## config.mk

```make
export PLATFORM = sky130hd
export DESIGN_NAME = reset_sequencer_flat
export DESIGN_NICKNAME = d
export VERILOG_FILES = /design/src/rtl/reset_sequencer_if.sv /design/src/rtl/reset_sequencer.sv /design/src/flat_wrapper.sv
export SDC_FILE = /design/constraint.sdc
export NUM_CORES = 1
export LEC_CHECK = 0
export CORE_MARGIN = 2
export CORE_UTILIZATION = 54
export CTS_CLUSTER_SIZE = 30
export DETAILED_ROUTE_END_ITERATION = 10
export PLACE_DENSITY = 0.74
export SLEW_MARGIN = 0
export SYNTH_ARGS = -nofsm -noshare
export SYNTH_HDL_FRONTEND = slang
export SYNTH_SLANG_ARGS = --single-unit
export TNS_END_PERCENT = 30
```

## constraint.sdc

```tcl
create_clock -name clk -period 3.26 [get_ports clk]
set_input_delay 0.489 -clock clk [delete_from_list [all_inputs] [get_ports clk]]
set_output_delay 0.489 -clock clk [all_outputs]
set_load 0.01 [all_outputs]
```

## src/rtl/reset_sequencer_if.sv

```systemverilog
// Trigger inputs and per-domain reset outputs of reset_sequencer.
// The tb drives through master; the sequencer binds the slave side.
interface reset_sequencer_if #(
    parameter int unsigned NUM_DOMAINS = 3
);
    logic                   fpga_but1;
    logic                   fpgaStart;
    logic                   sw_req;
    logic [NUM_DOMAINS-1:0] reset_n;
    logic                   busy;
    logic [1:0]             cause;

    modport master (
        output fpga_but1,
        output fpgaStart,
        output sw_req,
        input  reset_n,
        input  busy,
        input  cause
    );

    modport slave (
        input  fpga_but1,
        input  fpgaStart,
        input  sw_req,
        output reset_n,
        output busy,
        output cause
    );
endinterface

```

## src/rtl/reset_sequencer.sv

```systemverilog
// Staged multi-domain reset sequencer: holds all domains after power-up, button
// or software trigger, then releases them one by one in ascending index order.
module reset_sequencer #(
    parameter int unsigned HOLD_CYCLES      = 5000000,
    parameter int unsigned DEBOUNCE_CYCLES  = 100000,
    parameter int unsigned NUM_DOMAINS      = 3,
    parameter int unsigned STAGE_GAP_CYCLES = 16
) (
    input  logic             clk,
    input  logic             reset,
    reset_sequencer_if.slave bus
);
    localparam int unsigned ND  = NUM_DOMAINS;
    localparam int unsigned HCW = $clog2(HOLD_CYCLES + 1);
    localparam int unsigned DCW = $clog2(DEBOUNCE_CYCLES + 1);
    localparam int unsigned GCW = $clog2(STAGE_GAP_CYCLES + 1);

    localparam logic [1:0] CAUSE_POWER  = 2'b00;
    localparam logic [1:0] CAUSE_BUTTON = 2'b01;
    localparam logic [1:0] CAUSE_SW     = 2'b10;

    typedef enum logic [1:0] {
        ST_WAIT_START = 2'd0,
        ST_HOLD       = 2'd1,
        ST_RELEASE    = 2'd2,
        ST_RUN        = 2'd3
    } state_e;

    logic           r_start_s1;
    logic           r_start_s2;
    logic           r_but_s1;
    logic           r_but_s2;
    logic           r_but_deb;
    logic [DCW-1:0] r_deb_cnt;
    logic [DCW-1:0] w_deb_inc;

    state_e         r_state;
    state_e         w_state_nxt;
    logic [HCW-1:0] r_hold_cnt;
    logic [HCW-1:0] w_hold_cnt_nxt;
    logic [HCW-1:0] w_hold_inc;
    logic [GCW-1:0] r_gap_cnt;
    logic [GCW-1:0] w_gap_cnt_nxt;
    logic [GCW-1:0] w_gap_inc;
    logic [ND-1:0]  r_rst_n;
    logic [ND-1:0]  w_rst_n_nxt;
    logic [ND-1:0]  w_rst_n_shift;
    logic           r_busy;
    logic           w_busy_nxt;
    logic [1:0]     r_cause;
    logic [1:0]     w_cause_nxt;
    logic           w_btn_trig;
    logic           w_retrig;

    // Saturating increments so no counter can wrap.
    assign w_deb_inc  = (&r_deb_cnt)  ? r_deb_cnt  : r_deb_cnt  + DCW'(1);
    assign w_hold_inc = (&r_hold_cnt) ? r_hold_cnt : r_hold_cnt + HCW'(1);
    assign w_gap_inc  = (&r_gap_cnt)  ? r_gap_cnt  : r_gap_cnt  + GCW'(1);

    // Released domains form a thermometer code growing from bit 0.
    assign w_rst_n_shift = ND'({r_rst_n, 1'b1});

    assign w_btn_trig = ~r_but_deb;
    assign w_retrig   = w_btn_trig | bus.sw_req;

    // Input synchronisers and button debouncer.
    always_ff @(posedge clk) begin
        if (reset) begin
            r_start_s1 <= 1'b0;
            r_start_s2 <= 1'b0;
            r_but_s1   <= 1'b1;
            r_but_s2   <= 1'b1;
            r_but_deb  <= 1'b1;
            r_deb_cnt  <= '0;
        end else begin
            r_start_s1 <= bus.fpgaStart;
            r_start_s2 <= r_start_s1;
            r_but_s1   <= bus.fpga_but1;
            r_but_s2   <= r_but_s1;
            if (r_but_s2 == r_but_deb) begin
                r_deb_cnt <= '0;
            end else if (w_deb_inc >= DCW'(DEBOUNCE_CYCLES)) begin
                r_but_deb <= r_but_s2;
                r_deb_cnt <= '0;
            end else begin
                r_deb_cnt <= w_deb_inc;
            end
        end
    end

    always_ff @(posedge clk) begin
        if (reset) begin
            r_state    <= ST_WAIT_START;
            r_hold_cnt <= '0;
            r_gap_cnt  <= '0;
            r_rst_n    <= '0;
            r_busy     <= 1'b1;
            r_cause    <= CAUSE_POWER;
        end else begin
            r_state    <= w_state_nxt;
            r_hold_cnt <= w_hold_cnt_nxt;
            r_gap_cnt  <= w_gap_cnt_nxt;
            r_rst_n    <= w_rst_n_nxt;
            r_busy     <= w_busy_nxt;
            r_cause    <= w_cause_nxt;
        end
    end

    // Loss of fpgaStart outranks every other trigger; button outranks software.
    always_comb begin
        w_state_nxt    = r_state;
        w_hold_cnt_nxt = r_hold_cnt;
        w_gap_cnt_nxt  = r_gap_cnt;
        w_rst_n_nxt    = r_rst_n;
        w_cause_nxt    = r_cause;

        if (!r_start_s2) begin
            w_state_nxt    = ST_WAIT_START;
            w_hold_cnt_nxt = '0;
            w_gap_cnt_nxt  = '0;
            w_rst_n_nxt    = '0;
            w_cause_nxt    = CAUSE_POWER;
        end else begin
            case (r_state)
                ST_WAIT_START: begin
                    w_state_nxt    = ST_HOLD;
                    w_hold_cnt_nxt = '0;
                    w_gap_cnt_nxt  = '0;
                    w_rst_n_nxt    = '0;
                end
                ST_HOLD, ST_RELEASE, ST_RUN: begin
                    if (w_retrig) begin
                        w_state_nxt    = ST_HOLD;
                        w_hold_cnt_nxt = '0;
                        w_gap_cnt_nxt  = '0;
                        w_rst_n_nxt    = '0;
                        w_cause_nxt    = w_btn_trig ? CAUSE_BUTTON : CAUSE_SW;
                    end else if (r_state == ST_HOLD) begin
                        w_hold_cnt_nxt = w_hold_inc;
                        if (w_hold_inc >= HCW'(HOLD_CYCLES)) begin
                            w_rst_n_nxt   = ND'(1);
                            w_gap_cnt_nxt = '0;
                            w_state_nxt   = (ND == 1) ? ST_RUN : ST_RELEASE;
                        end
                    end else if (r_state == ST_RELEASE) begin
                        w_gap_cnt_nxt = w_gap_inc;
                        if (w_gap_inc >= GCW'(STAGE_GAP_CYCLES)) begin
                            w_rst_n_nxt   = w_rst_n_shift;
                            w_gap_cnt_nxt = '0;
                            if (&w_rst_n_shift) begin
                                w_state_nxt = ST_RUN;
                            end
                        end
                    end
                end
                default: begin
                    w_state_nxt = ST_WAIT_START;
                end
            endcase
        end

        w_busy_nxt = ~&w_rst_n_nxt;
    end

    assign bus.reset_n = r_rst_n;
    assign bus.busy    = r_busy;
    assign bus.cause   = r_cause;
endmodule

```

## src/flat_wrapper.sv

```systemverilog
// flat-port wrapper written by rule: the top's interface ports become plain ports
module reset_sequencer_flat 
#(
    parameter int unsigned HOLD_CYCLES      = 5000000,
    parameter int unsigned DEBOUNCE_CYCLES  = 100000,
    parameter int unsigned NUM_DOMAINS      = 3,
    parameter int unsigned STAGE_GAP_CYCLES = 16
)
  (clk, reset, bus_fpga_but1, bus_fpgaStart, bus_sw_req, bus_reset_n, bus_busy, bus_cause);
  reset_sequencer_if #(.NUM_DOMAINS(NUM_DOMAINS)) bus_i ();
  input  logic clk;
  input  logic reset;
  input wire logic [$bits(bus_i.fpga_but1)-1:0] bus_fpga_but1;
  input wire logic [$bits(bus_i.fpgaStart)-1:0] bus_fpgaStart;
  input wire logic [$bits(bus_i.sw_req)-1:0] bus_sw_req;
  output wire logic [$bits(bus_i.reset_n)-1:0] bus_reset_n;
  output wire logic [$bits(bus_i.busy)-1:0] bus_busy;
  output wire logic [$bits(bus_i.cause)-1:0] bus_cause;
  assign bus_i.fpga_but1 = bus_fpga_but1;
  assign bus_i.fpgaStart = bus_fpgaStart;
  assign bus_i.sw_req = bus_sw_req;
  assign bus_reset_n = bus_i.reset_n;
  assign bus_busy = bus_i.busy;
  assign bus_cause = bus_i.cause;
  reset_sequencer #(.HOLD_CYCLES(HOLD_CYCLES), .DEBOUNCE_CYCLES(DEBOUNCE_CYCLES), .NUM_DOMAINS(NUM_DOMAINS), .STAGE_GAP_CYCLES(STAGE_GAP_CYCLES)) u_core (.clk(clk), .reset(reset), .bus(bus_i));
endmodule
```

# Word-level counts from Yosys, hierarchy flattened
# Cells that the tools add are included.
# op_classes
eq_ne	9
mul	0
muxes	27
add_sub_neg	3
magnitude_cmp	3
shifts	0
reduce_logical	14
div_mod_pow	0
bitwise_logic	4
# op_table
cell	n
$mux W23	3
$pmux W23 S2	1
$mux W5	6
$add A23 B1 Y23 const B	1
$ge A23 B23 Y1 const B	1
$reduce_and A23 Y1	1
$mux W3	6
$add A17 B1 Y17 const B	1
$ge A17 B17 Y1 const B	1
$mux W17	1
$reduce_and A17 Y1	1
$mux W2	7
$ne A4 B1 Y1 const B	3
$pmux W5 S2	1
$reduce_and A2 Y1	4
$pmux W3 S2	1
$reduce_or A3 Y1	2
$add A5 B1 Y5 const B	1
$ge A5 B5 Y1 const B	1
$reduce_and A5 Y1	1
$eq A2 B2 Y1 const B	2
$ne A4 B3 Y1 const B	1
$pmux W2 S2	1
$reduce_and A4 Y1	1
other kinds (9)	11
# word_totals
output_inout_bits	6
ram_bits	0
mem_bits_ro	0
latch_bits	0
ff_bits	58
elab_cells	72
n_memories	0

# Logic depth before layout (Yosys ltp)
# logic_depth
ltp_word	11
depth_mapped	13

# Least setup slack after synthesis
# OpenSTA, ideal clock, no wires.
# synth_path
kind	register -> register
from	reg u_core.r_hold_cnt[0]
to	reg u_core.r_gap_cnt[2]
t_arrival_ns	2.947
required_time_ns	3.143
setup_time_ns	0.117
slack_ns	0.196
stages_incl_launch_ff	12
period_less_slack_ns	3.064
cell_sequence	dfxtp_1 ha_1 nand4_2 or3_1 buf_6 o311a_1 xnor2_1 a21oi_1 nor4_2 o41ai_4 o21ai_1 a32o_1
# synth_between
elab_chain_cells	5
word_cells_on_any_way	6
# synth_lines
element	line_no	text
from (decl)	reset_sequencer.sv:39	logic [HCW-1:0] r_hold_cnt;
from (signal assigned)	reset_sequencer.sv:101	r_hold_cnt <= w_hold_cnt_nxt;
$add A23 B1 Y23 or $reduce_and A23 Y1 (tied branches)	reset_sequencer.sv:57	assign w_hold_inc = (&r_hold_cnt) ? r_hold_cnt : r_hold_cnt + HCW'(1);
$mux W23 *	reset_sequencer.sv:57	
$ge A23 B23 Y1 *	reset_sequencer.sv:140	if (w_hold_inc >= HCW'(HOLD_CYCLES)) begin
$ne A4 B3 Y1 (no source line) *	n/a	
$reduce_and A2 Y1 (no source line) *	n/a	
to (signal assigned)	reset_sequencer.sv:102	r_gap_cnt <= w_gap_cnt_nxt;
to (decl)	reset_sequencer.sv:42	logic [GCW-1:0] r_gap_cnt;
# Every way passes the cells marked *; elsewhere a longest branch is shown, timed or not.
# A chain may end at the register's enable or synchronous reset.

# Final worst setup path
# Same ends and word-level chain as after synthesis.

==> qor.txt <==
Status: finished, final reports clean
Worst-path clk slew: 0.07 ns
I/O Pins: 11
Data arrival time of the critical path: 3.31 ns
Synth warn: 0
Switch share: 21.2%
Flop pwr share: 45.5%
Crit path max fanout: 7
Share of layout cells above drive strength 1: 12.7%
Final ANT Viol Nets: 0
Flops & latches, synth: 58
CTS tree: yes
P per Cell Area: 406 nW/µm²
Hold WC Path Type: reg2reg
Post-synthesis sequential area ratio: 34.6%
Clock Root Buffer: clkbuf_8
Final Setup Violations: 0
Total gr overflow: 0
Nets@finish: 461
Tightest Pin Transition: 0.634 ns
First-pass GRT wire length: 13500 µm
Relative slew margins: 57.7%
Crit path kind: reg2reg
Critical Path Sink Type: flop
Vias/cell: 6.14
Flop-to-flop setup slack: 0.18 ns
Placed Instances: 515
R2R cell count: 11
Worst path top cell family by delay: compound AO/OA/AOI/OAI gates
Antenna diode count: 0
Die area: 6860 µm²
Number of max-cap violations: 0
Worst Setup EP: u_core.r_gap_cnt[2]
Die Ht: 82.8 µm
Syn_area_per_cell: 7.72 µm²
Post-Syn Instances: 435
Post-Route Skew: 0.00664 ns
Hold buffers post-CTS: 0
All-Layer GR Usage: 23.4%
Via count: 3270
Clock sink count: 58
Layout area overhead: 14.9%
Vias in the first global route: 3015
Placement Rows: 28
Cts bufs inserted: 9
Worst skew pair latency: 0.34 ns
HP Start: u_core.r_but_s1
Die W: 82.8 µm
RSZ-0062 raised after global routing: no
Critical Path Max Stage Delay: 0.46 ns
Wirelength, routed: 7890 µm
Crit path launch type: flop
Internal power: 1.24 mW
Final Instance Count excl. Fillers: 533
Core Box Area: 5960 µm²
Leakage dissipation: 1.27 nW
Cell Area, Synth: 3360 µm²
Top-area cell type share of the netlist area: 34.6%
Buf+Inv Stages, Crit Path: 1
Port-buffer cells: 10
Setup tns final: 0 ns
H-tree Lvls: 3
Initial DRC count: 245
Bufs on Longest Clock Path: 2
Max IR drop VDD: 0.316 mV
Fin crit share: 94.3%
Largest area contributor in the netlist: dfxtp_1
Drt drc: 0
Routability cong.: 0.897
Critical Path Start: u_core.r_hold_cnt[0]
Most common cell after layout, fill and taps aside: nor2_1
Clk network pwr share: 52.8%
Final hold violation count: 0
Async set-or-reset flop fraction in the synthesized netlist: 0%
Worst reg2reg endpoint: u_core.r_gap_cnt[2]
Synth Flop Type: dfxtp_1
Largest net degree at the start of global routing: 25
Initial antenna violation count: 0
Syn_nets: 443
Top post-synthesis cells by area: dfxtp_1 35%, nor2_1 6.7%, a21oi_1 5.7%
Post-layout min period: 3.08 ns
Worst path slowest cell: or3_1
Max-slew violations: 0
Number of flops mapped to enable cells by yosys: 0
Reg2reg start: u_core.r_hold_cnt[0]
Sw power: 0.332 mW
Crit-path cells: ha_2, nand4_2, or3_1, o311a_1, xnor2_1, a21oi_1, nor4_4, o41ai_4, buf_4, o21ai_1, a32o_1
Fmax: 0.325 GHz
Pre-CTS setup slack: 0.0939 ns
WP depth: 11
Routed len/inst: 14.8 µm
Post-DP HPWL: 5460 µm
Pre-antenna DRT Iters: 5
Min setup slack post-route: 0.185 ns
Synth cell types: 61
Required time worst endpoint: 3.50 ns
Commonest cells after routing, fill and taps aside: 60 x nor2_1, 58 x dfxtp_1, 38 x a21oi_1
Logic pwr share: 1.7%
Initial core utilization: 56.4%
-- layout make-up --
cell class	instances	area, µm²
fillers	526	2100
inverters	9	33.8
clock buffers	9	124
clock inverters	7	125
flip-flops and latches	58	1160
repair buffers	31	258
multi-input cells	344	2060
well taps	75	93.8
-- logic make-up (layout without fill, tap and decap cells) --
group	count (synthesis)	in the layout	share of synthesized area (%)
and+or+nand+nor	203	203	31.7
AOI/OAI and AO/OA	112	112	21.2
DFF	58	58	34.6
buffers and inverters	33	56	4.44
xor gates and xnor gates	22	22	5.74
muxes	4	4	1.19
adders and majority gates	3	3	1.12
-- worst min path at each step --
stage,endpoint,slack [ns],depth (start not counted)
detailed placement,u_core.r_but_s2,0.40,1
finish,u_core.r_but_s2,0.41,1
CTS,u_core.r_but_s2,0.42,1
global placement,u_core.r_but_s2,0.39,1
floorplan,u_core.r_but_s2,0.39,1
global route,u_core.r_but_s2,0.43,1
-- synthesized netlist by cell type (3+ instances only) --
library cell,n
a211o_1,3
a21oi_1,38
a22oi_1,5
a311oi_1,5
a31oi_1,8
and2_1,5
and3_1,10
buf_2,8
clkbuf_1,11
dfxtp_1,58
ha_1,3
inv_1,9
mux2i_1,4
nand2_1,25
nand2b_1,5
nand3_1,27
nand3b_1,3
nand4_1,7
nor2_1,60
nor2_2,3
nor2b_1,5
nor3_1,22
nor3b_1,4
nor4_1,7
o21ai_0,28
or2_2,4
or3_1,5
xnor2_1,18
xor2_1,4
-- power groups by stage --
stage,combinational [mW],sequential [mW],clock (mW)
floorplan,0.0157,0.729,0
global placement,0.0261,0.729,0
global route,0.0297,0.713,0.866
detailed placement,0.0266,0.729,0
finish,0.0266,0.713,0.829
CTS,0.0266,0.713,0.836
-- repair_timing --
action,in CTS,in global routing
gates resized for setup,0,3
buffers inserted,0,2
setup endpoints to repair,0,8
-- per-layer routing --
metal  up-vias  GRT usage, %  wire length [µm]
met2       114          36.3              3530
li1       1624             -                 -
met3        18          4.08               474
met1      1514          31.8              3730
met5         -             0                 0
met4         0          10.6               155
-- metrics by stage --
step | instance area (µm²) | util [%] | hold slack, ns | total power [mW]
finish | 3860 | 64.8 | 0.412 | 1.57
global route | 3860 | 64.8 | 0.429 | 1.61
CTS | 3830 | 64.3 | 0.416 | 1.58
detailed placement | 3580 | 60.1 | 0.397 | 0.756
global placement | 3580 | 60.1 | 0.395 | 0.755
floorplan | 3360 | - | 0.389 | 0.744
-- state kept, by name, indices dropped and copies added (netlist names) --
register,flops
u_core.bus.busy,1
u_core.bus.cause,2
u_core.bus.reset_n,3
u_core.r_but_deb,1
u_core.r_but_s1,1
u_core.r_but_s2,1
u_core.r_deb_cnt,17
u_core.r_gap_cnt,5
u_core.r_hold_cnt,23
u_core.r_start_s1,1
u_core.r_start_s2,1
u_core.r_state,2
-- worst reg2reg max path, delay by kind of cell (launching register included) --
family	cells	cell delay, ns
flops	1	0.39
fa+ha+maj	1	0.26
compound gates	5	1.31
simple gates	3	0.66
buf+inv	1	0.21
xor+xnor	1	0.13
Power figures use the tool's default switching activity.
